<file path="src/rtl/bshift_pkg.sv">
// Shared definitions for the pipelined barrel shifter: op encodings and
// the pipeline-depth helper used by barrel_shift_pipe.
package bshift_pkg;

  localparam int OP_W = 2;

  typedef enum logic [OP_W-1:0] {
    OP_SLL = 2'b00,
    OP_SRL = 2'b01,
    OP_SRA = 2'b10,
    OP_ROR = 2'b11
  } op_e;

  // Number of pipeline registers: one per REG_EVERY mux levels, plus the tail.
  function automatic int num_stages(input int shamt_w, input int reg_every);
    return (shamt_w + reg_every - 1) / reg_every;
  endfunction

endpackage

</file>
<file path="src/rtl/bshift_stage.sv">
// One mux level of the barrel shifter: shifts by DIST when enabled.
// BSHIFT_STICKY_EN adds the OR of the bits discarded at this level.
module bshift_stage
  import bshift_pkg::*;
#(
  parameter int WIDTH = 32,
  parameter int DIST  = 1
) (
  input  logic [WIDTH-1:0] i_data,
  input  logic             i_fill,
  input  logic             i_en,
  input  op_e              i_op,
  output logic [WIDTH-1:0] o_data
`ifdef BSHIFT_STICKY_EN
  ,
  output logic             o_sticky
`endif
);

  logic [WIDTH-1:0] w_sh;
  logic             w_top;

  // Only SRA replicates the sign; SRL shares the same datapath with zero fill.
  assign w_top = (i_op == OP_SRA) && i_fill;

  always_comb begin
    w_sh = i_data;
    case (i_op)
      OP_SLL:         w_sh = {i_data[WIDTH-DIST-1:0], {DIST{1'b0}}};
      OP_SRL, OP_SRA: w_sh = {{DIST{w_top}}, i_data[WIDTH-1:DIST]};
      OP_ROR:         w_sh = {i_data[DIST-1:0], i_data[WIDTH-1:DIST]};
      default:        w_sh = i_data;
    endcase
  end

  assign o_data = i_en ? w_sh : i_data;

`ifdef BSHIFT_STICKY_EN
  logic w_lost;

  always_comb begin
    w_lost = 1'b0;
    case (i_op)
      OP_SLL:         w_lost = |i_data[WIDTH-1 -: DIST];
      OP_SRL, OP_SRA: w_lost = |i_data[DIST-1:0];
      default:        w_lost = 1'b0;
    endcase
  end

  assign o_sticky = i_en && w_lost;
`endif

endmodule

</file>
<file path="src/rtl/barrel_shift_pipe.sv">
// Pipelined SLL/SRL/SRA/ROR barrel shifter with valid/ready and a global stall.
// Optional out_sticky (OR of shifted-out bits) under macro BSHIFT_STICKY_EN.
module barrel_shift_pipe
  import bshift_pkg::*;
#(
  parameter int WIDTH     = 32,
  parameter int SHAMT_W   = $clog2(WIDTH),
  parameter int REG_EVERY = 1,
  parameter int TAG_W     = 4
) (
  input  logic               clk,
  input  logic               rst,
  input  logic               in_valid,
  output logic               in_ready,
  input  logic [WIDTH-1:0]   in_data,
  input  logic [SHAMT_W-1:0] in_shamt,
  input  logic [OP_W-1:0]    in_op,
  input  logic [TAG_W-1:0]   in_tag,
  output logic               out_valid,
  input  logic               out_ready,
  output logic [WIDTH-1:0]   out_data,
  output logic [TAG_W-1:0]   out_tag
`ifdef BSHIFT_STICKY_EN
  ,
  output logic               out_sticky
`endif
);

  localparam int L = num_stages(SHAMT_W, REG_EVERY);

  logic         w_adv;
  logic         w_acc;
  logic [L:1]   vld_pipe;

  assign w_adv    = !out_valid || out_ready;
  assign in_ready = w_adv && !rst;
  assign w_acc    = in_valid && in_ready;

  // Bubbles shift through as zeros; nothing is compressed.
  always_ff @(posedge clk or posedge rst)
    if (rst)        vld_pipe <= '0;
    else if (w_adv) vld_pipe <= L'({vld_pipe, w_acc});

  for (genvar g = 0; g < L; g++) begin : grp
    localparam int K0 = g * REG_EVERY;
    localparam int K1 = ((g + 1) * REG_EVERY < SHAMT_W) ? (g + 1) * REG_EVERY : SHAMT_W;
    localparam int N  = K1 - K0;

    // w_sh holds only the shamt bits not yet consumed by earlier groups.
    logic [SHAMT_W-K0-1:0] w_sh;
    op_e                   w_op;
    logic                  w_fill;
    logic [TAG_W-1:0]      w_tag;
    logic [N:0][WIDTH-1:0] w_d;
    logic [WIDTH-1:0]      r_data;
    logic [TAG_W-1:0]      r_tag;
`ifdef BSHIFT_STICKY_EN
    logic [N:0]            w_s;
    logic                  r_stk;
`endif

    if (g == 0) begin : src_in
      assign w_sh   = in_shamt;
      assign w_op   = op_e'(in_op);
      assign w_fill = in_data[WIDTH-1];
      assign w_tag  = in_tag;
      assign w_d[0] = in_data;
`ifdef BSHIFT_STICKY_EN
      assign w_s[0] = 1'b0;
`endif
    end else begin : src_reg
      assign w_sh   = grp[g-1].ctl.r_sh;
      assign w_op   = grp[g-1].ctl.r_op;
      assign w_fill = grp[g-1].ctl.r_fill;
      assign w_tag  = grp[g-1].r_tag;
      assign w_d[0] = grp[g-1].r_data;
`ifdef BSHIFT_STICKY_EN
      assign w_s[0] = grp[g-1].r_stk;
`endif
    end

    for (genvar j = 0; j < N; j++) begin : stg
`ifdef BSHIFT_STICKY_EN
      logic w_lost;
      assign w_s[j+1] = w_s[j] || w_lost;
`endif
      bshift_stage #(
        .WIDTH (WIDTH),
        .DIST  (1 << (K0 + j))
      ) u_stage (
        .i_data   (w_d[j]),
        .i_fill   (w_fill),
        .i_en     (w_sh[j]),
        .i_op     (w_op),
        .o_data   (w_d[j+1])
`ifdef BSHIFT_STICKY_EN
        ,
        .o_sticky (w_lost)
`endif
      );
    end

    always_ff @(posedge clk or posedge rst)
      if (rst) begin
        r_data <= '0;
        r_tag  <= '0;
`ifdef BSHIFT_STICKY_EN
        r_stk  <= 1'b0;
`endif
      end else if (w_adv) begin
        r_data <= w_d[N];
        r_tag  <= w_tag;
`ifdef BSHIFT_STICKY_EN
        r_stk  <= w_s[N];
`endif
      end

    // Control only needs to travel to groups that still have mux levels.
    if (g < L - 1) begin : ctl
      logic [SHAMT_W-K1-1:0] r_sh;
      op_e                   r_op;
      logic                  r_fill;

      always_ff @(posedge clk or posedge rst)
        if (rst) begin
          r_sh   <= '0;
          r_op   <= OP_SLL;
          r_fill <= 1'b0;
        end else if (w_adv) begin
          r_sh   <= w_sh[SHAMT_W-K0-1:N];
          r_op   <= w_op;
          r_fill <= w_fill;
        end
    end
  end

  assign out_valid  = vld_pipe[L];
  assign out_data   = grp[L-1].r_data;
  assign out_tag    = grp[L-1].r_tag;
`ifdef BSHIFT_STICKY_EN
  assign out_sticky = grp[L-1].r_stk;
`endif

endmodule

</file>
<file path="config.mk">
export PLATFORM = sky130hd
export DESIGN_NAME = barrel_shift_pipe
export DESIGN_NICKNAME = d
export VERILOG_FILES = /design/src/rtl/bshift_pkg.sv /design/src/rtl/bshift_stage.sv /design/src/rtl/barrel_shift_pipe.sv
export SDC_FILE = /design/constraint.sdc
export NUM_CORES = 1
export LEC_CHECK = 0
export CAP_MARGIN = 20
export CELL_PAD_IN_SITES_DETAIL_PLACEMENT = 1
export CELL_PAD_IN_SITES_GLOBAL_PLACEMENT = 2
export CORE_ASPECT_RATIO = 1.4
export CORE_MARGIN = 2
export CORE_UTILIZATION = 40
export DETAILED_ROUTE_END_ITERATION = 7
export PLACE_DENSITY_LB_ADDON = 0.1
export SETUP_SLACK_MARGIN = 0.1
export SLEW_MARGIN = 20
export SYNTH_ARGS = -nofsm -noshare
export SYNTH_HDL_FRONTEND = slang
export SYNTH_SLANG_ARGS = --single-unit
</file>
<file path="constraint.sdc">
create_clock -name clk -period 19.3 [get_ports clk]
set_input_delay 4.825 -clock clk [delete_from_list [all_inputs] [get_ports clk]]
set_output_delay 4.825 -clock clk [all_outputs]
set_load 0.01 [all_outputs]
</file>
==> results.md <==
Timing:
- On the final layout, the worst clock skew is 0.0139 ns.
- The final count of pins violating max slew was 0.
- The final setup violation count is 0.
- The ratio of final minimum period to clock period is 56.4%.
- After layout, the minimum clock period comes to 10.88 ns.
- The final hold violation count was 0.
- For the pin with the worst max-slew slack, the measured transition is 0.994 ns.
- The worst hold margin is 0.464 ns.
- Summed over all failing endpoints, the final setup total negative slack is 0 ns.
- The worst-case headroom to the max-slew limit is 33.7%.
- The highest clock frequency the design can meet is 0.0919 GHz.
- Setup repair after global routing left no endpoint under its margin.

CTS:
- The CTS buffer count is 22.
- The cell sitting at the root of the clock tree is a sky130_fd_sc_hd__clkbuf_16.
- The number of instances resized during post-cts repair is 0.
- The post-CTS clock slew at the launch and capture registers of the worst setup and hold paths is 0.06 ns.
- The count of hold buffers inserted by post-cts repair is 0.
- CTS built an H-tree with a depth of 1.
- CTS saw 207 sinks.
- The number of buffers between clock root and the deepest sink is 3.
- The insertion delay of the later-clocked pin in the worst-skew pair is 0.51 ns.
- After clock tree synthesis, the setup repair step added 0 buffers.
- The CTS tree is yes.

Place:
- Summing all placed instances gives a cell area of 0.0119 sq mm.
- The congestion estimate from routability-driven global placement came to 0.765.
- Counting tap cells, the placed design contains a total of 1,612 instances.
- Detailed placement finished with a half-perimeter wire length of 21,000 microns.
- The number of I/O port buffers is 84.

Layout:
- The library cell used most frequently in the layout, excluding fill and tap cells, is sky130_fd_sc_hd__nand2_1.
- Cells with a size suffix above 1 make up 10.3% of the layout.
- The count of inserted antenna diode cells is 0.
- The area of all placed cells without fillers is 0.0126 sq mm.
- The final layout contains 1,329 nets.
- Fill cells in the final layout number 3,241.
- Excluding fillers, the count of instances in the completed layout stands at 1,653.
- In the layout the commonest cells are 349 x sky130_fd_sc_hd__nand2_1, 207 x sky130_fd_sc_hd__dfrtp_1, 138 x sky130_fd_sc_hd__nor2_1, 111 x sky130_fd_sc_hd__nor3_1, 84 x sky130_fd_sc_hd__clkdlybuf4s50_1.
- Relative to the synthesized area, the layout overhead comes to 13.6%.

Critical path:
- The data required time at the worst endpoint is 14.48 ns.
- The kind of cell with the highest combined delay along the critical path is buffers and inverters.
- The slowest stage of the critical path belongs to the cell sky130_fd_sc_hd__clkdlybuf4s50_1.
- The critical path goes through clkdlybuf4s50_1, nor2b_4, nor2_1, clkdlybuf4s50_1.
- In this design, the critical path's most frequently occurring cell is sky130_fd_sc_hd__clkdlybuf4s50_1.
- In this design, the stage delay of the slowest critical-path cell is 0.56 ns.
- The category of the most critical setup path is input port to primary output.
- STA classifies the critical path startpoint as an input port.
- STA classifies the critical path endpoint as a primary output.
- Together, buffers and inverters on the worst path number 2.
- In this run the worst path has a maximum fanout of 2.
- The data arrival at the endpoint of the critical path is 6.06 ns.

Routing:
- In this run, the number of DRC markers left after iteration 0 of detailed routing was 371.
- The total via count after detailed routing is 9,187.
- The detailed-router iteration count before antenna repair is 4.
- The routed wire length is 31,300 microns.
- After detailed routing, the number of vias per cell comes to 5.56.
- The post-detailed-route wirelength per cell is 19.0 microns.
- The DRC violation count after routing is 0.
- The count of nets left with antenna violations once routing finished came out at 0.

GRT:
- The number of antenna violations at the first check in global routing is 0.
- In the global route stage, met2 resource usage came out at 42.6%.
- The first-pass GRT wire length is 52,600 microns.
- met2 is the most crowded layer.
- The total global-route track usage is 21.7%.
- Global routing used 1.95% of the available met3 tracks.
- The largest net degree at the start of global routing is 135.
- The via count of the first global-routing pass is 9,965.
- In the global route stage, met1 resource usage came out at 25.4%.
- The sum of overflow across all layers after global routing is 0.

Power:
- The cell-internal power is 0.00126 W.
- The clock network power share is 19.2%.
- The switching power of the nets is 0.000927 W.
- Combinational logic burns 42.8% of the power.
- The leakage power summed over all cells is 5.07 nW.
- The worst IR drop on VDD is 0.0576 mV.
- The fraction of power spent switching nets is 42.3%.
- The overall power after layout is 0.00219 W.
- Power spread over the standard cell area amounts to 174 mW/mm^2.
- Of the total power, registers draw 38.0%.

Die:
- The die is 201 microns tall.
- Measured along the x axis, the die boundary spans 145 microns.
- The die covers 0.0292 sq mm.
- The placeable core region is 0.0275 sq mm.
- The cell row count is 72.
- The initial utilization of the core area, before any placement, comes to 40.5%.
- 85 I/O pins were placed.

Logic synthesis:
- The share of async-settable or async-resettable flops after synthesis is 100%.
- The synthesized flop and latch total is 207.
- The gate count after technology mapping is 1,254.
- The number of synthesized flops with an enable pin is 0.
- Synthesis instantiated 39 different standard cells from the library.
- For this run, the number of Yosys warnings is 0.
- The most used flip-flop cell after synthesis is sky130_fd_sc_hd__dfrtp_1.
- Synthesis produced a netlist with a net count of 1,316.
- After synthesis the cells add up to 0.0111 sq mm.
- The average instance in the mapped netlist occupies 8.87 sq um.
- The sequential cell area fraction in the yosys report is 46.6%.

Outcome:
- The run finished with clean final reports.

Run:
- Max-cap violations in this run came to 0.

Hold path:
- The path class of the tightest hold or removal check is flip-flop to flip-flop.
routing by layer:
| layer | routed length (microns) | vias up |
|---|---|---|
| li1 | - | 4402 |
| met1 | 13000 | 4631 |
| met2 | 17100 | 117 |
| met3 | 684 | 37 |
| met4 | 632 | 0 |
| met5 | 0 | - |
area by class of cell:
| type | instances | area [sq um] | share of cell area, % |
|---|---|---|---|
| multi-input combinational | 920 | 5230 | 41.4 |
| sequential | 207 | 5180 | 41.0 |
| timing repair buffer | 102 | 980 | 7.76 |
| clock buffer | 37 | 698 | 5.53 |
| tap | 370 | 463 | 3.67 |
| inverter | 14 | 60.1 | 0.476 |
| clock inverter | 3 | 15.0 | 0.119 |
through the flow:
stage | utilization (%) | worst slack [ns]
final | 46.0 | 8.42
after global routing | 46.0 | 8.39
after CTS | 45.9 | 8.40
after detailed placement | 43.3 | 8.40
after global placement | 43.3 | 8.45
after floorplan | - | 8.80
cells by family (layout without fill, tap and decap cells):
logic type | Yosys count | in the layout | synth area share [%]
DFF | 207 | 207 | 46.6
and+or+nand+nor | 657 | 657 | 25.0
buffers and inverters | 127 | 156 | 6.36
AOI/OAI and AO/OA | 248 | 248 | 20.4
adders and majority gates | 15 | 15 | 1.69
flip-flops by register name (all words and copies together) (netlist names):
name,cells
out_tag,4
grp.ctl.r_fill,4
grp.r_data,128
out_data,32
vld_pipe,5
grp.ctl.r_sh,10
grp.ctl.r_op,8
grp.r_tag,16
Yosys cell counts (2+ instances only):
library cell | count | area (sq um)
sky130_fd_sc_hd__a21o_1 | 2 | 15.0
sky130_fd_sc_hd__o311ai_0 | 8 | 70.1
sky130_fd_sc_hd__dfrtp_1 | 207 | 5180
sky130_fd_sc_hd__nand3_1 | 3 | 15.0
sky130_fd_sc_hd__buf_6 | 14 | 158
sky130_fd_sc_hd__a311oi_1 | 35 | 307
sky130_fd_sc_hd__a211oi_2 | 10 | 125
sky130_fd_sc_hd__a221o_1 | 6 | 60.1
sky130_fd_sc_hd__buf_2 | 50 | 250
sky130_fd_sc_hd__nand2_1 | 349 | 1310
sky130_fd_sc_hd__nand3b_1 | 8 | 60.1
sky130_fd_sc_hd__o2111ai_1 | 16 | 140
sky130_fd_sc_hd__a311oi_2 | 60 | 901
sky130_fd_sc_hd__ha_1 | 15 | 188
sky130_fd_sc_hd__nand2b_1 | 8 | 50.1
sky130_fd_sc_hd__o21ba_2 | 4 | 40.0
sky130_fd_sc_hd__and2_1 | 2 | 12.5
sky130_fd_sc_hd__a21oi_1 | 47 | 235
sky130_fd_sc_hd__a31oi_1 | 28 | 175
sky130_fd_sc_hd__buf_1 | 2 | 7.51
sky130_fd_sc_hd__nor2_1 | 138 | 518
sky130_fd_sc_hd__nor2b_1 | 32 | 200
sky130_fd_sc_hd__buf_4 | 16 | 120
sky130_fd_sc_hd__nor3_1 | 111 | 556
sky130_fd_sc_hd__clkbuf_1 | 29 | 109
sky130_fd_sc_hd__inv_1 | 12 | 45.0
sky130_fd_sc_hd__a211oi_1 | 6 | 45.0
sky130_fd_sc_hd__clkbuf_2 | 2 | 10.0
sky130_fd_sc_hd__o21ai_0 | 24 | 120
power groups by stage:
stage / sequential [W] / clock (W) / combinational, W
after floorplan: 0.000778 / 0 / 0.000714
after global placement: 0.000837 / 0 / 0.000926
after detailed placement: 0.000843 / 0 / 0.000950
after CTS: 0.000836 / 0.000434 / 0.000953
after global routing: 0.000863 / 0.000448 / 0.00105
final: 0.000832 / 0.000421 / 0.000939
path summary, 6_finish.rpt:
path | from | to | slack, ns | cells after the start
worst max-delay path | out_ready | in_ready | 8.42 | 4
worst max register to register | vld_pipe[5] | grp[1].r_data[12] | 16.28 | 6
worst min register to register | out_tag[0] | out_tag[0] | 0.46 | 2
worst min-delay path | out_tag[0] | out_tag[0] | 0.46 | 2
max in group asynchronous | rst | grp[3].r_data[14] | 12.76 | 3
min in group asynchronous | rst | grp[0].ctl.r_sh[2] | 4.97 | 2
worst min-delay path, delay by kind of cell (launching register included):
kind	cells	cell delay, ns
DFF	1	0.34
and+or+nand+nor	2	0.10
(Power assumes the default switching activity.)
